`src/rtl/seq_pkg.sv`:
```
// Shared types and constants for the programmable sequence generator.
// Provides the default width/depth, the packed table entry and the
// function that produces an entry's reset contents.
package seq_pkg;

    localparam int unsigned SEQ_W     = 4;
    localparam int unsigned SEQ_DEPTH = 16;
    localparam int unsigned SEQ_AW    = $clog2(SEQ_DEPTH);

    // One step of the sequence: emitted value plus the two successors.
    typedef struct packed {
        logic [SEQ_W-1:0]  val;
        logic [SEQ_AW-1:0] next;
        logic [SEQ_AW-1:0] alt;
    } seq_entry_t;

    // Reset contents of entry i: zero value, both successors point to i+1 (wrapping).
    function automatic seq_entry_t seq_default(input int unsigned i,
                                               input int unsigned depth = SEQ_DEPTH);
        seq_entry_t  e;
        int unsigned n;
        n      = (i + 1) % depth;
        e.val  = '0;
        e.next = SEQ_AW'(n);
        e.alt  = SEQ_AW'(n);
        return e;
    endfunction

endpackage

```
`src/rtl/seq_table.sv`:
```
// Step table register file for seq_gen_prog.
// Ports:
//   clk, rst        clock, async active-low reset (loads seq_default per entry)
//   wr_en/wr_addr   write strobe and entry address (addresses >= DEPTH ignored)
//   wr_ent          entry payload written at the edge
//   rd_addr         read index (current step)
//   rd_ent_c        combinational read data (pre-edge contents)
module seq_table
    import seq_pkg::*;
#(
    parameter  int unsigned DEPTH = SEQ_DEPTH,
    localparam int unsigned AW    = $clog2(DEPTH)
) (
    input  logic          clk,
    input  logic          rst,
    input  logic          wr_en,
    input  logic [AW-1:0] wr_addr,
    input  seq_entry_t    wr_ent,
    input  logic [AW-1:0] rd_addr,
    output seq_entry_t    rd_ent_c
);

    seq_entry_t tbl_q [DEPTH];

    // Table storage; reset restores the linear default walk.
    always_ff @(posedge clk or negedge rst) begin
        if (!rst) begin
            for (int unsigned i = 0; i < DEPTH; i++) begin
                tbl_q[i] <= seq_default(i, DEPTH);
            end
        end else if (wr_en && (32'(wr_addr) < DEPTH)) begin
            tbl_q[wr_addr] <= wr_ent;
        end
    end

    // Read returns the contents before any same-edge write.
    assign rd_ent_c = tbl_q[rd_addr];

endmodule

```
`src/rtl/seq_gen_prog.sv`:
```
// Run-time programmable sequence generator.
// Walks a DEPTH-entry step table; each enabled step emits the value of the
// step being left and moves to next/alt chosen by ctrl.
// Ports:
//   clk, rst                 clock, async active-low reset
//   en, clr, ctrl            step enable, sync restart (priority), successor select
//   wr_en, wr_addr, wr_val,
//   wr_next, wr_alt          table write port
//   sal                      registered value of the previously left step
//   idx                      current step index
//   wrap                     one-cycle pulse when an enabled step lands on 0
// W and the derived index width must match the seq_pkg entry layout.
module seq_gen_prog
    import seq_pkg::*;
#(
    parameter  int unsigned W     = SEQ_W,
    parameter  int unsigned DEPTH = SEQ_DEPTH,
    localparam int unsigned AW    = $clog2(DEPTH)
) (
    input  logic          clk,
    input  logic          rst,
    input  logic          en,
    input  logic          clr,
    input  logic          ctrl,
    input  logic          wr_en,
    input  logic [AW-1:0] wr_addr,
    input  logic [W-1:0]  wr_val,
    input  logic [AW-1:0] wr_next,
    input  logic [AW-1:0] wr_alt,
    output logic [W-1:0]  sal,
    output logic [AW-1:0] idx,
    output logic          wrap
);

    logic [AW-1:0] idx_q, idx_d;
    logic [W-1:0]  sal_q, sal_d;
    logic          wrap_q, wrap_d;

    seq_entry_t        wr_ent_c;
    seq_entry_t        cur_c;
    logic [SEQ_AW-1:0] succ_raw_c;
    logic [AW-1:0]     succ_c;

    // Pack the write port into a table entry.
    always_comb begin
        wr_ent_c      = '0;
        wr_ent_c.val  = SEQ_W'(wr_val);
        wr_ent_c.next = SEQ_AW'(wr_next);
        wr_ent_c.alt  = SEQ_AW'(wr_alt);
    end

    seq_table #(
        .DEPTH    (DEPTH)
    ) u_table (
        .clk      (clk),
        .rst      (rst),
        .wr_en    (wr_en),
        .wr_addr  (wr_addr),
        .wr_ent   (wr_ent_c),
        .rd_addr  (idx_q),
        .rd_ent_c (cur_c)
    );

    // Successor select; indices past the table end fold to entry 0.
    always_comb begin
        succ_raw_c = ctrl ? cur_c.alt : cur_c.next;
        succ_c     = (32'(succ_raw_c) >= DEPTH) ? '0 : AW'(succ_raw_c);
    end

    // Step control: clr beats en; wrap is a single-cycle pulse.
    always_comb begin
        idx_d  = idx_q;
        sal_d  = sal_q;
        wrap_d = 1'b0;
        if (clr) begin
            idx_d = '0;
            sal_d = '0;
        end else if (en) begin
            sal_d  = W'(cur_c.val);
            idx_d  = succ_c;
            wrap_d = (succ_c == '0);
        end
    end

    always_ff @(posedge clk or negedge rst) begin
        if (!rst) begin
            idx_q  <= '0;
            sal_q  <= '0;
            wrap_q <= 1'b0;
        end else begin
            idx_q  <= idx_d;
            sal_q  <= sal_d;
            wrap_q <= wrap_d;
        end
    end

    assign sal  = sal_q;
    assign idx  = idx_q;
    assign wrap = wrap_q;

endmodule
```
`config.mk`:
```
export PLATFORM = sky130hd
export DESIGN_NAME = seq_gen_prog
export DESIGN_NICKNAME = d
export VERILOG_FILES = /design/src/rtl/seq_pkg.sv /design/src/rtl/seq_table.sv /design/src/rtl/seq_gen_prog.sv
export SDC_FILE = /design/constraint.sdc
export NUM_CORES = 1
export LEC_CHECK = 0
export ABC_AREA = 1
export CAP_MARGIN = 10
export CELL_PAD_IN_SITES_DETAIL_PLACEMENT = 2
export CELL_PAD_IN_SITES_GLOBAL_PLACEMENT = 2
export CORE_UTILIZATION = 38
export DETAILED_ROUTE_END_ITERATION = 8
export GPL_TIMING_DRIVEN = 0
export PLACE_DENSITY = 0.87
export SYNTH_ARGS = -nofsm -noshare
export SYNTH_HDL_FRONTEND = slang
export SYNTH_SLANG_ARGS = --single-unit
export TNS_END_PERCENT = 100
```
`constraint.sdc`:
```
create_clock -name clk -period 1.9 [get_ports clk]
set_clock_uncertainty 0.1 [all_clocks]
set_input_delay 0.38 -clock clk [delete_from_list [all_inputs] [get_ports clk]]
set_output_delay 0.38 -clock clk [all_outputs]
set_load 0.03 [all_outputs]
```
==> flow_summary_export.csv <==
group,metric,value,unit
critical_path,critPathTopFamily,"simple AND/OR/NAND/NOR gates",
timing,rsz0062_at_grt,"yes",
synth,synth_top_family_by_area,"simple AND/OR/NAND/NOR gates",
critical_path,crit_chain,"buf_6 -> buf_12 -> buf_12 -> nand2_1 -> nand3_1 -> nand3_1 -> nand2_1 -> nand2_1 -> nand3_2 -> nand2_2 -> nand2_1 -> nor2_2",
synth,synthesis.yosys.warnings,0,
clocking,clockRootBuffer,"clkbuf_16",
clocking,worst_skew_pair.late_latency,540,ps
pwr,p_int,9.23,mW
timing,fin_crit_sh,1.06,
die,core,0.0237,mm2
critical_path,crit_fanout,10,
synth,post-synth-top-count-cell,"nand2_1",
synth,ys_ff_latch,201,
pwr,leakage,5.17,nW
critical_path,cp_data_required_time,2270,ps
timing,drv_slew,0,
synth,seq_area_frac_synth,0.552,
final_layout,area_growth,23.6,%
timing,min_period,2010,ps
clocking,cts_sinks,201,
synth,synth_area_leaders,"dfrtp_1 (37%), dfstp_2 (18%), nand2_1 (13%)",
pwr,swShare,0.353,
die,num_rows,56,
synth,syn_avg_cell_area,8.40,um2
synth,synthMuxAreaShare,0,
synth,netlist_instances,1102,
place,dpl.hpwl,25.3,mm
timing,relSlewSlack,0.415,
clocking,cts_buffer_depth,3,
pwr,seqPwrFrac,0.424,
run,max_cap_viol_count,0,
final_layout,fill_cells,2605,
timing,setup_violations,5,
die,die_w,158,um
detailed_routing,drtAntennaViolNets,0,
synth,synth_compound_area_frac,0.144,
synth,synth-simple-area-share,0.246,
critical_path,cp_common_cell,"nand2_1",
place,io_buffers,30,
final_layout,drive_gt1_frac,0.224,
synth,synthAdderAreaFrac,0,
critical_path,crit_arrival,2380,ps
critical_path,end_kind,"register",
synth,synth_top_area_frac,0.370,
clocking,cts-buffers-inserted,24,
timing,setup_slack,-109,ps
run_status,violations,"negative setup slack",
detailed_routing,via_per_inst,6.06,
pwr,p_switching,5.03,mW
global_route,grt.overflow.total,0,
critical_path,cpPeakStageDelay,390,ps
detailed_routing,drc,0,
critical_path,path_buf_inv,3,
run_status,status,"finished with violations",
final_layout,fin_util,0.483,
global_route,grt_max_degree,102,
timing,max_clock_freq,498,MHz
synth,synth_edf_count,0,
pwr,p_per_area,1250,mW/mm2
detailed_routing,first_iter_violations,715,
detailed_routing,wire_per_inst,29.0,um
synth,synth_nets,1124,
timing,finalHoldViolCount,0,
global_route,grt_first_pass_wirelength,60.9,mm
timing,tightestPinTransition,878,ps
place,gp_congestion,0.861,
global_route,grt_pass1_vias,10100,
hold_path,hold_path.class,"primary input to async pin",
detailed_routing,wl,43.8,mm
pwr,power.share.clock,0.320,
critical_path,slowest_stage,"dfrtp_1",
global_route,grt.total_usage,0.331,
clocking,cts.reportedPaths.clkPinSlew,70,ps
synth,async_reset_ff_frac,1.00,
synth,synth_cell_types,26,
die,io_pins,31,
final_layout,final_cell_count_no_fill,1514,
timing,fin_setup_tns,-288,ps
die,die_h,158,um
pwr,p_comb_frac,0.256,
die,initial_core_util,0.391,
timing,fin_hold_ws,346,ps
critical_path,path_class,"register to register",
clocking,htree_num_levels,1,
clocking,tritoncts,"done",
synth,synth_ff_type,"dfrtp_1",
detailed_routing,num_vias,9169,
global_route,antenna_found_initial,0,
pwr,p_total,14.3,mW
synth,synth_top_cell_by_area,"dfrtp_1",
critical_path,start_kind,"register",
detailed_routing,firstDrtPassIters,5,
die,design.die.area,0.0250,mm2
synth,synth_commonest_cells,"nand2_1 (328), dfrtp_1 (137), o21ai_0 (124)",
synth,synthXorXnorAreaFrac,0,
pwr,ir_drop,0.701,mV
synth,syn_area,0.00925,mm2
place,placedCellCount,1452,
final_layout,fin_nets,1198,
repair_timing:
action,CTS,global route
resized for setup,115,67
hold endpoints to repair,58,0
gates cloned,1,1
endpoints found under the setup margin,40,68
pin swaps,16,28
hold buffers,1,0
setup buffers,10,6
power by group through the flow:
stage               clock network [mW]  registers (mW)  logic [mW]
finish                            4.56            6.04        3.66
global route                      4.70            6.11        3.91
CTS                               4.50            5.93        3.22
detailed placement                   0            5.97        2.84
global placement                     0            5.91        2.66
floorplan                            0            5.84        1.73
state kept, by name (all words and copies together) (netlist names):
name,flops
idx,4
wrap,1
sal,4
u_table.tbl_q,192
worst reg2reg max path, cell delays in order (launching register included):
cell	delay, ps
dfrtp_1	390
buf_6	150
buf_12	160
buf_12	170
nand2_1	90
nand3_1	100
nand3_1	140
nand2_1	90
nand2_1	120
nand3_2	90
nand2_2	130
nand2_1	80
nor2_2	130
cells by family after synthesis:
logic type,after synthesis
flops,201
buf+inv,113
compound gates,252
simple gates,536
placed cells by master, fill, tap and decap left out, drive strengths merged, types with 17 or more instances in the layout:
cell / netlist / final
nor2: 78 / 78
nand3: 120 / 120
dfstp: 64 / 64
dfrtp: 137 / 137
a21oi: 48 / 48
clkdlybuf4s50: 0 / 17
nand2: 334 / 334
clkbuf: 28 / 70
buf: 54 / 72
o21ai: 184 / 184
inv: 31 / 29
layer usage:
layer  share of wire  wire length, um  global-route usage
met5               0                0                   0
met4           0.058             2560               0.135
met3           0.058             2560              0.0597
met2            0.48            21100               0.558
met1            0.40            17700               0.419
area by class of cell:
class / count / area [um2] / area share
Clock buffer: 39 / 718 / 0.0628
Clock inverter: 5 / 25.0 / 0.00219
Sequential cell: 201 / 5110 / 0.447
Multi-Input combinational cell: 788 / 3830 / 0.335
Tap cell: 319 / 399 / 0.0349
Inverter: 31 / 140 / 0.0122
Buffer: 80 / 684 / 0.0598
Antenna cell: 1 / 2.50 / 0.000219
Timing Repair Buffer: 50 / 526 / 0.0459
worst paths after layout:
check                                        start                  to  slack [ps]  depth (start not counted)
worst max-delay path                        idx[0]                wrap        -110                         12
worst min-delay path                           rst  u_table.tbl_q[186]         350                          2
worst max register to register              idx[0]                wrap        -110                         12
worst min register to register  u_table.tbl_q[134]  u_table.tbl_q[134]         380                          2
max in group asynchronous                      rst   u_table.tbl_q[47]         340                          3
min in group clk                         wr_alt[0]  u_table.tbl_q[156]         360                          3
per-stage QoR:
stage / cell area (um2) / setup WS (ps)
final: 11400 / -109
after global routing: 11400 / -148
after CTS: 11200 / -82.0
after detailed placement: 9990 / -822
after global placement: 9950 / -8350
after floorplan: 9250 / 151
No activity file was read; power rests on OpenSTA's default activity.
